[config.mk]
export PLATFORM = sky130hd
export DESIGN_NAME = load_store_unit
export DESIGN_NICKNAME = d
export VERILOG_FILES = /design/src/rtl/lsu_pkg.sv /design/src/rtl/lsu_load_align.sv /design/src/rtl/load_store_unit.sv
export SDC_FILE = /design/constraint.sdc
export NUM_CORES = 1
export LEC_CHECK = 0
export ABC_AREA = 1
export CORE_MARGIN = 2
export CORE_UTILIZATION = 47
export CTS_BUF_LIST = sky130_fd_sc_hd__clkbuf_8
export DETAILED_ROUTE_END_ITERATION = 10
export GPL_TIMING_DRIVEN = 0
export PLACE_DENSITY_LB_ADDON = 0.15
export SKIP_CTS_REPAIR_TIMING = 1
export SLEW_MARGIN = 20
export SYNTH_ARGS = -nofsm -noshare
export SYNTH_HDL_FRONTEND = slang
export SYNTH_SLANG_ARGS = --single-unit
[constraint.sdc]
create_clock -name clock -period 1.96 [get_ports clock]
set_input_delay 0.392 -clock clock [delete_from_list [all_inputs] [get_ports clock]]
set_output_delay 0.392 -clock clock [all_outputs]
set_load 0.01 [all_outputs]
[src/rtl/lsu_pkg.sv]
// ============================================================================
//  Module  : lsu_pkg
//  Brief   : Shared encodings and helpers for the load/store unit.
//  Revision: 1.0  initial release
// ============================================================================
`default_nettype none

package lsu_pkg;

    localparam logic [1:0] SZ_BYTE    = 2'b00;
    localparam logic [1:0] SZ_HALF    = 2'b01;
    localparam logic [1:0] SZ_WORD    = 2'b10;
    localparam logic [1:0] SZ_ILLEGAL = 2'b11;

    localparam logic [3:0] BE_WORD = 4'b1111;

    typedef enum logic [1:0] {
        ST_IDLE = 2'd0,
        ST_REQ  = 2'd1,
        ST_DONE = 2'd2,
        ST_ERR  = 2'd3
    } lsu_state_t;

    function automatic logic is_misaligned(input logic [1:0] size, input logic [1:0] off);
        logic r;
        r = 1'b0;
        case (size)
            SZ_HALF: r = off[0];
            SZ_WORD: r = (off != 2'b00);
            default: r = 1'b0;
        endcase
        return r;
    endfunction

    // Offset with the bits the access size cannot address forced to zero.
    function automatic logic [1:0] eff_offset(input logic [1:0] size, input logic [1:0] off);
        logic [1:0] r;
        r = off;
        case (size)
            SZ_HALF: r = {off[1], 1'b0};
            SZ_WORD: r = 2'b00;
            default: r = off;
        endcase
        return r;
    endfunction

    function automatic logic [3:0] byte_enables(input logic [1:0] size, input logic [1:0] off);
        logic [3:0] r;
        r = 4'b0000;
        case (size)
            SZ_BYTE: r = 4'b0001 << off;
            SZ_HALF: r = 4'b0011 << {off[1], 1'b0};
            SZ_WORD: r = BE_WORD;
            default: r = 4'b0000;
        endcase
        return r;
    endfunction

endpackage

`default_nettype wire

[src/rtl/lsu_load_align.sv]
// ============================================================================
//  Module  : lsu_load_align
//  Brief   : Extracts the addressed byte/half lane and sign/zero-extends it.
//  Revision: 1.0  initial release
// ============================================================================
`default_nettype none

module lsu_load_align
    import lsu_pkg::*;
(
    input  logic [31:0] mem_rdata,
    input  logic [1:0]  addr,
    input  logic [1:0]  size,
    input  logic        sign_ext,
    output logic [31:0] result
);

    logic [7:0]  w_byte;
    logic [15:0] w_half;

    always_comb begin
        w_byte = 8'h00;
        w_half = 16'h0000;
        result = 32'h0000_0000;
        case (addr)
            2'd0:    w_byte = mem_rdata[7:0];
            2'd1:    w_byte = mem_rdata[15:8];
            2'd2:    w_byte = mem_rdata[23:16];
            default: w_byte = mem_rdata[31:24];
        endcase
        w_half = addr[1] ? mem_rdata[31:16] : mem_rdata[15:0];
        case (size)
            SZ_BYTE: result = {{24{sign_ext & w_byte[7]}}, w_byte};
            SZ_HALF: result = {{16{sign_ext & w_half[15]}}, w_half};
            SZ_WORD: result = mem_rdata;
            default: result = 32'h0000_0000;
        endcase
    end

endmodule

`default_nettype wire

[src/rtl/load_store_unit.sv]
// ============================================================================
//  Module  : load_store_unit
//  Brief   : Multi-cycle load/store stage with req/ack memory handshake.
//            MISALIGN_CHECK_EN: when defined, misaligned half/word accesses
//            error; otherwise low address bits are truncated.
//  Revision: 1.0  initial release
// ============================================================================
`default_nettype none

module load_store_unit
    import lsu_pkg::*;
#(
    parameter int ADDR_W         = 32,
    parameter int TIMEOUT_CYCLES = 16
) (
    input  logic              clock,
    input  logic              rst,
    input  logic              start,
    input  logic              is_store,
    input  logic [1:0]        size,
    input  logic              sign_ext,
    input  logic [ADDR_W-1:0] addr,
    input  logic [31:0]       wdata,
    output logic              busy,
    output logic              done,
    output logic              err,
    output logic [31:0]       rdata,
    output logic              mem_req,
    output logic              mem_we,
    output logic [ADDR_W-3:0] mem_addr,
    output logic [3:0]        mem_be,
    output logic [31:0]       mem_wdata,
    input  logic              mem_ack,
    input  logic [31:0]       mem_rdata
);

    localparam int c_cnt_w = (TIMEOUT_CYCLES < 2) ? 1 : $clog2(TIMEOUT_CYCLES + 1);
    localparam logic [c_cnt_w-1:0] c_cnt_last =
        c_cnt_w'((TIMEOUT_CYCLES == 0) ? 0 : TIMEOUT_CYCLES - 1);

    lsu_state_t          state_q, state_d;
    logic [c_cnt_w-1:0]  cnt_q, cnt_d;
    logic                is_store_q, is_store_d;
    logic [1:0]          size_q, size_d;
    logic                sign_ext_q, sign_ext_d;
    logic [1:0]          lane_q, lane_d;
    logic                busy_q, busy_d;
    logic                done_q, done_d;
    logic                err_q, err_d;
    logic [31:0]         rdata_q, rdata_d;
    logic                mem_req_q, mem_req_d;
    logic                mem_we_q, mem_we_d;
    logic [ADDR_W-3:0]   mem_addr_q, mem_addr_d;
    logic [3:0]          mem_be_q, mem_be_d;
    logic [31:0]         mem_wdata_q, mem_wdata_d;

    logic                w_bad_cmd;
    logic [1:0]          w_lane;
    logic [31:0]         w_load_data;

    `ifdef MISALIGN_CHECK_EN
    assign w_bad_cmd = (size == SZ_ILLEGAL) || is_misaligned(size, addr[1:0]);
    `else
    assign w_bad_cmd = (size == SZ_ILLEGAL);
    `endif

    assign w_lane = eff_offset(size, addr[1:0]);

    lsu_load_align u_load_align (
        .mem_rdata (mem_rdata),
        .addr      (lane_q),
        .size      (size_q),
        .sign_ext  (sign_ext_q),
        .result    (w_load_data)
    );

    always_comb begin
        state_d     = state_q;
        cnt_d       = cnt_q;
        is_store_d  = is_store_q;
        size_d      = size_q;
        sign_ext_d  = sign_ext_q;
        lane_d      = lane_q;
        busy_d      = busy_q;
        done_d      = 1'b0;
        err_d       = 1'b0;
        rdata_d     = rdata_q;
        mem_req_d   = mem_req_q;
        mem_we_d    = mem_we_q;
        mem_addr_d  = mem_addr_q;
        mem_be_d    = mem_be_q;
        mem_wdata_d = mem_wdata_q;

        case (state_q)
            ST_IDLE: begin
                if (start) begin
                    is_store_d = is_store;
                    size_d     = size;
                    sign_ext_d = sign_ext;
                    lane_d     = w_lane;
                    busy_d     = 1'b1;
                    if (w_bad_cmd) begin
                        state_d = ST_ERR;
                        done_d  = 1'b1;
                        err_d   = 1'b1;
                    end else begin
                        state_d     = ST_REQ;
                        cnt_d       = '0;
                        mem_req_d   = 1'b1;
                        mem_we_d    = is_store;
                        mem_addr_d  = addr[ADDR_W-1:2];
                        mem_be_d    = byte_enables(size, w_lane);
                        case (size)
                            SZ_BYTE: mem_wdata_d = {4{wdata[7:0]}};
                            SZ_HALF: mem_wdata_d = {2{wdata[15:0]}};
                            default: mem_wdata_d = wdata;
                        endcase
                    end
                end
            end
            ST_REQ: begin
                if (mem_ack) begin
                    state_d   = ST_DONE;
                    done_d    = 1'b1;
                    mem_req_d = 1'b0;
                    mem_we_d  = 1'b0;
                    mem_be_d  = 4'b0000;
                    if (!is_store_q) begin
                        rdata_d = w_load_data;
                    end
                end else if ((TIMEOUT_CYCLES != 0) && (cnt_q == c_cnt_last)) begin
                    state_d   = ST_ERR;
                    done_d    = 1'b1;
                    err_d     = 1'b1;
                    mem_req_d = 1'b0;
                    mem_we_d  = 1'b0;
                    mem_be_d  = 4'b0000;
                end else begin
                    cnt_d = cnt_q + c_cnt_w'(1);
                end
            end
            default: begin
                // DONE and ERR both last exactly one cycle.
                state_d = ST_IDLE;
                busy_d  = 1'b0;
            end
        endcase
    end

    always_ff @(posedge clock or negedge rst) begin
        if (!rst) begin
            state_q     <= ST_IDLE;
            cnt_q       <= '0;
            is_store_q  <= 1'b0;
            size_q      <= 2'b00;
            sign_ext_q  <= 1'b0;
            lane_q      <= 2'b00;
            busy_q      <= 1'b0;
            done_q      <= 1'b0;
            err_q       <= 1'b0;
            rdata_q     <= 32'h0000_0000;
            mem_req_q   <= 1'b0;
            mem_we_q    <= 1'b0;
            mem_addr_q  <= '0;
            mem_be_q    <= 4'b0000;
            mem_wdata_q <= 32'h0000_0000;
        end else begin
            state_q     <= state_d;
            cnt_q       <= cnt_d;
            is_store_q  <= is_store_d;
            size_q      <= size_d;
            sign_ext_q  <= sign_ext_d;
            lane_q      <= lane_d;
            busy_q      <= busy_d;
            done_q      <= done_d;
            err_q       <= err_d;
            rdata_q     <= rdata_d;
            mem_req_q   <= mem_req_d;
            mem_we_q    <= mem_we_d;
            mem_addr_q  <= mem_addr_d;
            mem_be_q    <= mem_be_d;
            mem_wdata_q <= mem_wdata_d;
        end
    end

    assign busy      = busy_q;
    assign done      = done_q;
    assign err       = err_q;
    assign rdata     = rdata_q;
    assign mem_req   = mem_req_q;
    assign mem_we    = mem_we_q;
    assign mem_addr  = mem_addr_q;
    assign mem_be    = mem_be_q;
    assign mem_wdata = mem_wdata_q;

endmodule

`default_nettype wire

==> impl_metrics.env <==
export IMPL_synthCells=783
export IMPL_cts_tree="yes"
export IMPL_ctsRootBufferMaster="clkbuf_8"
export IMPL_finalCritPeriodShare=0.918
export IMPL_grt_usage=0.262
export IMPL_maxSlewViolCount=0
export IMPL_synth_seq_cells=116
export IMPL_syn_area_um2=5740
export IMPL_grt_pass1_vias=5591
export IMPL_io_pins=207
export IMPL_synth_edf_count=0
export IMPL_drc=0
export IMPL_syn_num_nets=894
export IMPL_drive_above_1_share=0.0714
export IMPL_num_vias=5740
export IMPL_wl_mm=16.7
export IMPL_p_leak_uw=0.00434
export IMPL_power_density_nw_per_um2=1440
export IMPL_crit_fanout=10
export IMPL_fill_cells=1004
export IMPL_run_status="finished clean"
export IMPL_crit_path_end_kind="flop"
export IMPL_rsz0062_at_grt="false"
export IMPL_clock_path_buffers=2
export IMPL_p_total_uw=12200
export IMPL_ys_warn_count=0
export IMPL_hold_violations=0
export IMPL_worst_pin_slew_ps=510
export IMPL_h_tree_depth=4
export IMPL_synth_distinct_cells=25
export IMPL_yosysTopAreaCell="dfrtp_1"
export IMPL_peakVddDrop_mv=0.878
export IMPL_via_per_inst=4.91
export IMPL_grt_max_degree=65
export IMPL_fin_crit_ps=1800
export IMPL_layout_cells_non_filler=1170
export IMPL_rows=40
export IMPL_place_inst=1137
export IMPL_antenna_found_initial=0
export IMPL_seqCellArea_um2=2900
export IMPL_max_freq_mhz=556
export IMPL_multi_input_area_um2=2430
export IMPL_setup_viol=0
export IMPL_post_dp_hpwl_mm=12.3
export IMPL_dieArea_um2=13100
export IMPL_gp_routability_congestion=0.909
export IMPL_synth_top_area_frac=0.505
export IMPL_fin_area_um2=8460
export IMPL_async_reset_ff_frac=1.00
export IMPL_cts_sinks=116
export IMPL_core_um2=12000
export IMPL_startpoint_type="primary input"
export IMPL_synth_most_common_cell="nand2_1"
export IMPL_yosys_top_cells_count="nand2_1 (383), dfrtp_1 (116), inv_1 (63), nor2_1 (55), o21ai_0 (54)"
export IMPL_diodes=0
export IMPL_placed_cell_area_um2=8020
export IMPL_initialDrtViolationCount=453
export IMPL_skew_ps=11.1
export IMPL_wl_per_cell_um=14.2
export IMPL_synth_main_ff_cell="dfrtp_1"
export IMPL_relSlewSlack=0.660
export IMPL_grt_overflow=0
export IMPL_grt_first_pass_wirelength_mm=26.6
export IMPL_drtAntennaViolNets=0
export IMPL_clk_latency_ps=440
export IMPL_timing_worst_setup_path_type="primary input to flop"
export IMPL_arrival_ps=2110
export IMPL_cts_buffers=17
export IMPL_cts_clk_slew_worst_paths_ps=70
export IMPL_yosysSeqAreaShare=0.505
export IMPL_syn_avg_cell_area_um2=7.34
export IMPL_worst_hold_path_type="primary input to asynchronous set/reset pin"
export IMPL_nets=1121
export IMPL_syn_to_final_growth_pct=47.2
export IMPL_start_util=0.480
export IMPL_max_cap_violations=0
export IMPL_worstPathRequired_ps=2270
export IMPL_die_height_um=115
export IMPL_drt_pass1_iter_count=6
export IMPL_synthTopCellsByArea="dfrtp_1 (51%), nand2_1 (25%), o21ai_0 (4.7%)"
export IMPL_port_buffers=206
export IMPL_die_x_um=115
cells by family after synthesis:
logic type               count (synthesis)  synth area share
XOR/XNOR                                 1           0.00153
flip-flops                             116             0.505
buffers and inverters                   99            0.0743
AO/OA/AOI/OAI                           96            0.0880
AND/OR/NAND/NOR                        464             0.316
adder cells (fa/ha/maj)                  7            0.0152
worst paths after layout:
path,from,endpoint,slack [ps],depth (start not counted)
min reg2reg,mem_addr[26],mem_addr[26],470,2
min,rst,cnt_q[3],460,2
max in group asynchronous,rst,rdata[12],820,3
max,size[0],mem_wdata[13],160,8
min in group clock,mem_addr[26],mem_addr[26],470,2
max reg2reg,cnt_q[0],cnt_q[3],200,11
flip-flops by register name, summed over array words and instances (netlist names):
| signal | cells |
|---|---|
| err | 1 |
| mem_be | 4 |
| done | 1 |
| mem_req | 1 |
| state_q | 2 |
| sign_ext_q | 1 |
| lane_q | 2 |
| mem_we | 1 |
| mem_addr | 30 |
| cnt_q | 5 |
| rdata | 32 |
| mem_wdata | 32 |
| busy | 1 |
| is_store_q | 1 |
| size_q | 2 |
metrics by stage:
step / setup TNS (ps) / hold slack [ps] / utilization / setup slack (ps)
global route: 0 / 468 / 0.707 / 17.8
CTS: -9.93 / -114 / 0.705 / -9.93
detailed placement: -12300 / 372 / 0.670 / -478
global placement: -478700 / 453 / 0.668 / -4030
finish: 0 / 463 / 0.707 / 160
floorplan: 0 / 96.4 / - / 388
placed cells by master, fill, tap and decap left out, types with 2 or more instances in the layout:
master	instances
a21oi_1	18
a22oi_1	4
a31oi_1	8
buf_2	20
buf_4	4
buf_6	3
bufinv_16	3
clkbuf_1	7
clkbuf_8	18
clkdlybuf4s50_1	205
clkinv_2	5
clkinvlp_4	5
dfrtp_1	116
ha_1	7
inv_1	63
inv_2	2
nand2_1	383
nand3_1	16
nand3_2	2
nor2_1	54
nor2_4	4
o21ai_0	54
o21ai_1	10
layer usage:
layer	wire length, µm	up-vias	GRT usage
met2	7730	211	0.430
met4	231	0	0.0813
li1	-	2868	-
met1	7170	2643	0.322
met3	1540	18	0.0990
met5	0	-	0
final cells by class:
type,instances,share of cell area
clock buffer,18,0.0293
tap,147,0.0217
inverter,65,0.0288
sequential,116,0.343
clock inverter,14,0.0191
buffer,34,0.0217
timing repair buffer,208,0.248
multi-input combinational,568,0.288
power breakdown:
| group | internal [µW] | leakage [µW] | switching (µW) |
|---|---|---|---|
| sequential | 3430 | 0.00146 | 650 |
| clock | 1280 | 0.000196 | 1010 |
| combinational | 2820 | 0.00268 | 3020 |
| total | 7530 | 0.00434 | 4680 |
worst max-delay path, stage by stage:
cell             delay (ps)
clkdlybuf4s50_1         540
inv_1                   100
ha_1                    280
inv_1                   180
buf_2                   250
o21ai_0                 140
a21oi_1                 140
o21ai_0                 100
Power figures use the tool's default switching activity.
==> edit (same flow settings) <==
The parameter `TIMEOUT_CYCLES` goes from 16 to 8.
--- a/src/rtl/load_store_unit.sv
+++ b/src/rtl/load_store_unit.sv
@@ -11,7 +11,7 @@
     import lsu_pkg::*;
 #(
     parameter int ADDR_W         = 32,
-    parameter int TIMEOUT_CYCLES = 16
+    parameter int TIMEOUT_CYCLES = 8
 ) (
     input  logic              clock,
     input  logic              rst,
Check against the original RTL: same outputs for any inputs over 4 cycles, from zero or initial values and one cycle with rst low; that may be too few to reach the edited logic, so the function may still have changed.
==> edit against the original RTL <==
  * Maximum frequency down 0.13%
  * Synthesized area down 3.1%
  * Final cell count shrank 4.5%
  * First-iteration DRC count is 28% lower
  * Design area is 2.2% lower
  * Sequential cell count down 1
  * Total power fell by 0.71%
  * Worst setup slack worse by 2.4 ps
  * Wire length decreased by 3.6%
  * Worst hold slack improved by 10 ps
  * Critical endpoint is now mem_wdata[30]
  * Largest power group unchanged
==> edit: results (changes against the original RTL) <==
Power
  • P_leak: 4.18 nW (-3.7%)
  • Max VDD drop: 1020 uV (+16%)

Synthesis
  • Syn_nets: 845 (-5.5%)
  • Synth unique cells: 27 (+8.0%)
  • Post-synth top cells: nand2_1, dfrtp_1, inv_1
  • Post-Synthesis Cells: 735 (-6.1%)
  • Register area share after synthesis: 51.7% (+1.2 points)
  • Synth top area cells: dfrtp_1, nand2_1, o21ai_0

GRT
  • Initial antenna violation count: 0 (unchanged)
  • GRT met1 Usage: 32.1% (-0.10 points)
  • Tot GR Track Use: 25.8% (-0.43 points)
  • Vias in the first global route: 5319 (-4.9%)
  • First-pass GRT wire length: 26000 um (-2.4%)
  • M3 GR Usage: 8.94% (-0.95 points)
  • Met2 Usage GRT: 41.6% (-1.4 points)

Finish
  • Share of cells above drive strength 1: 8.11% (+0.98 points)
  • Ant diodes: 0 (unchanged)
  • Net count, final: 1072 (-4.4%)

Placement
  • Pre-CTS setup slack: -511 ps (-33.2 ps)
  • Final GP Congestion: 0.877 (-3.5%)
  • DP Area: 7840 sq um (-2.3%)
  • Hpwl dp: 11900 um (-3.4%)
  • I/O Buffers: 206 (unchanged)

Route
  • Drt first pass iters: 5 (-1)
  • Iteration-0 DRC Markers: 327 (-28%)
  • Final WL: 16100 um (-3.6%)
  • Vias: 5508 (-4.0%)
  • Via/cell ratio: 4.93 (+0.51%)

Hold path
  • HP Class: reg2reg

Clock network
  • Clock buffer count from CTS: 17 (unchanged)
  • Reg clk slew, reported paths: 70 ps (about the same)

Outcome
  • Outcome: completed

Timing
  • Slew HR: 66.9% (+0.87 points)
  • Worst Skew: 15.8 ps (+4.71 ps)

Setup path
  • Worst-path maximum fanout: 10 (unchanged)
[edit: logic make-up (layout without fill, tap and decap cells)]
family                   after synthesis  in the layout  synth area share (%)
AO/OA/AOI/OAI                        107            107                  9.87
XOR/XNOR                               1              1                 0.157
adder cells (fa/ha/maj)                6              6                  1.35
buffers and inverters                 88            327                  7.06
flip-flops                           115            115                  51.7
multiplexers                           1              1                 0.202
AND/OR/NAND/NOR                      417            417                  29.7
[edit: power breakdown]
part           internal (mW)  switching (mW)  total [mW]
sequential              3.45           0.644        4.09
clock                   1.34           0.958        2.30
combinational           2.86            2.87        5.73
total                   7.65            4.47        12.1
[edit: per-layer routing]
metal	vias up	wire length, um
met5	-	0
met4	0	413
met3	36	1430
met2	235	7550
met1	2498	6670
li1	2739	-
[edit: cell type report]
class	count	area (sq um)
clock inverter	11	135
fill	953	3200
inverter	55	209
buffer	33	189
clock buffer	20	275
tap	143	179
sequential	115	2880
timing repair buffer	208	2100
multi-input combinational	532	2300
[edit: worst max-delay path, stage by stage]
cell	delay (ps)
clkdlybuf4s50_1	550
inv_1	100
ha_1	280
inv_2	140
clkbuf_4	220
o21ai_0	130
a21oi_1	190
o21ai_1	90
[edit: path summary, 6_finish.rpt]
kind	to	from	slack, ps	depth (start not counted)
max	mem_wdata[30]	size[0]	160	8
max in group asynchronous	mem_addr[15]	rst	790	3
min reg2reg	mem_addr[6]	mem_addr[6]	470	2
min	mem_addr[6]	mem_addr[6]	470	2
max reg2reg	mem_wdata[12]	state_q[1]	450	7
min in group asynchronous	rdata[4]	rst	490	2
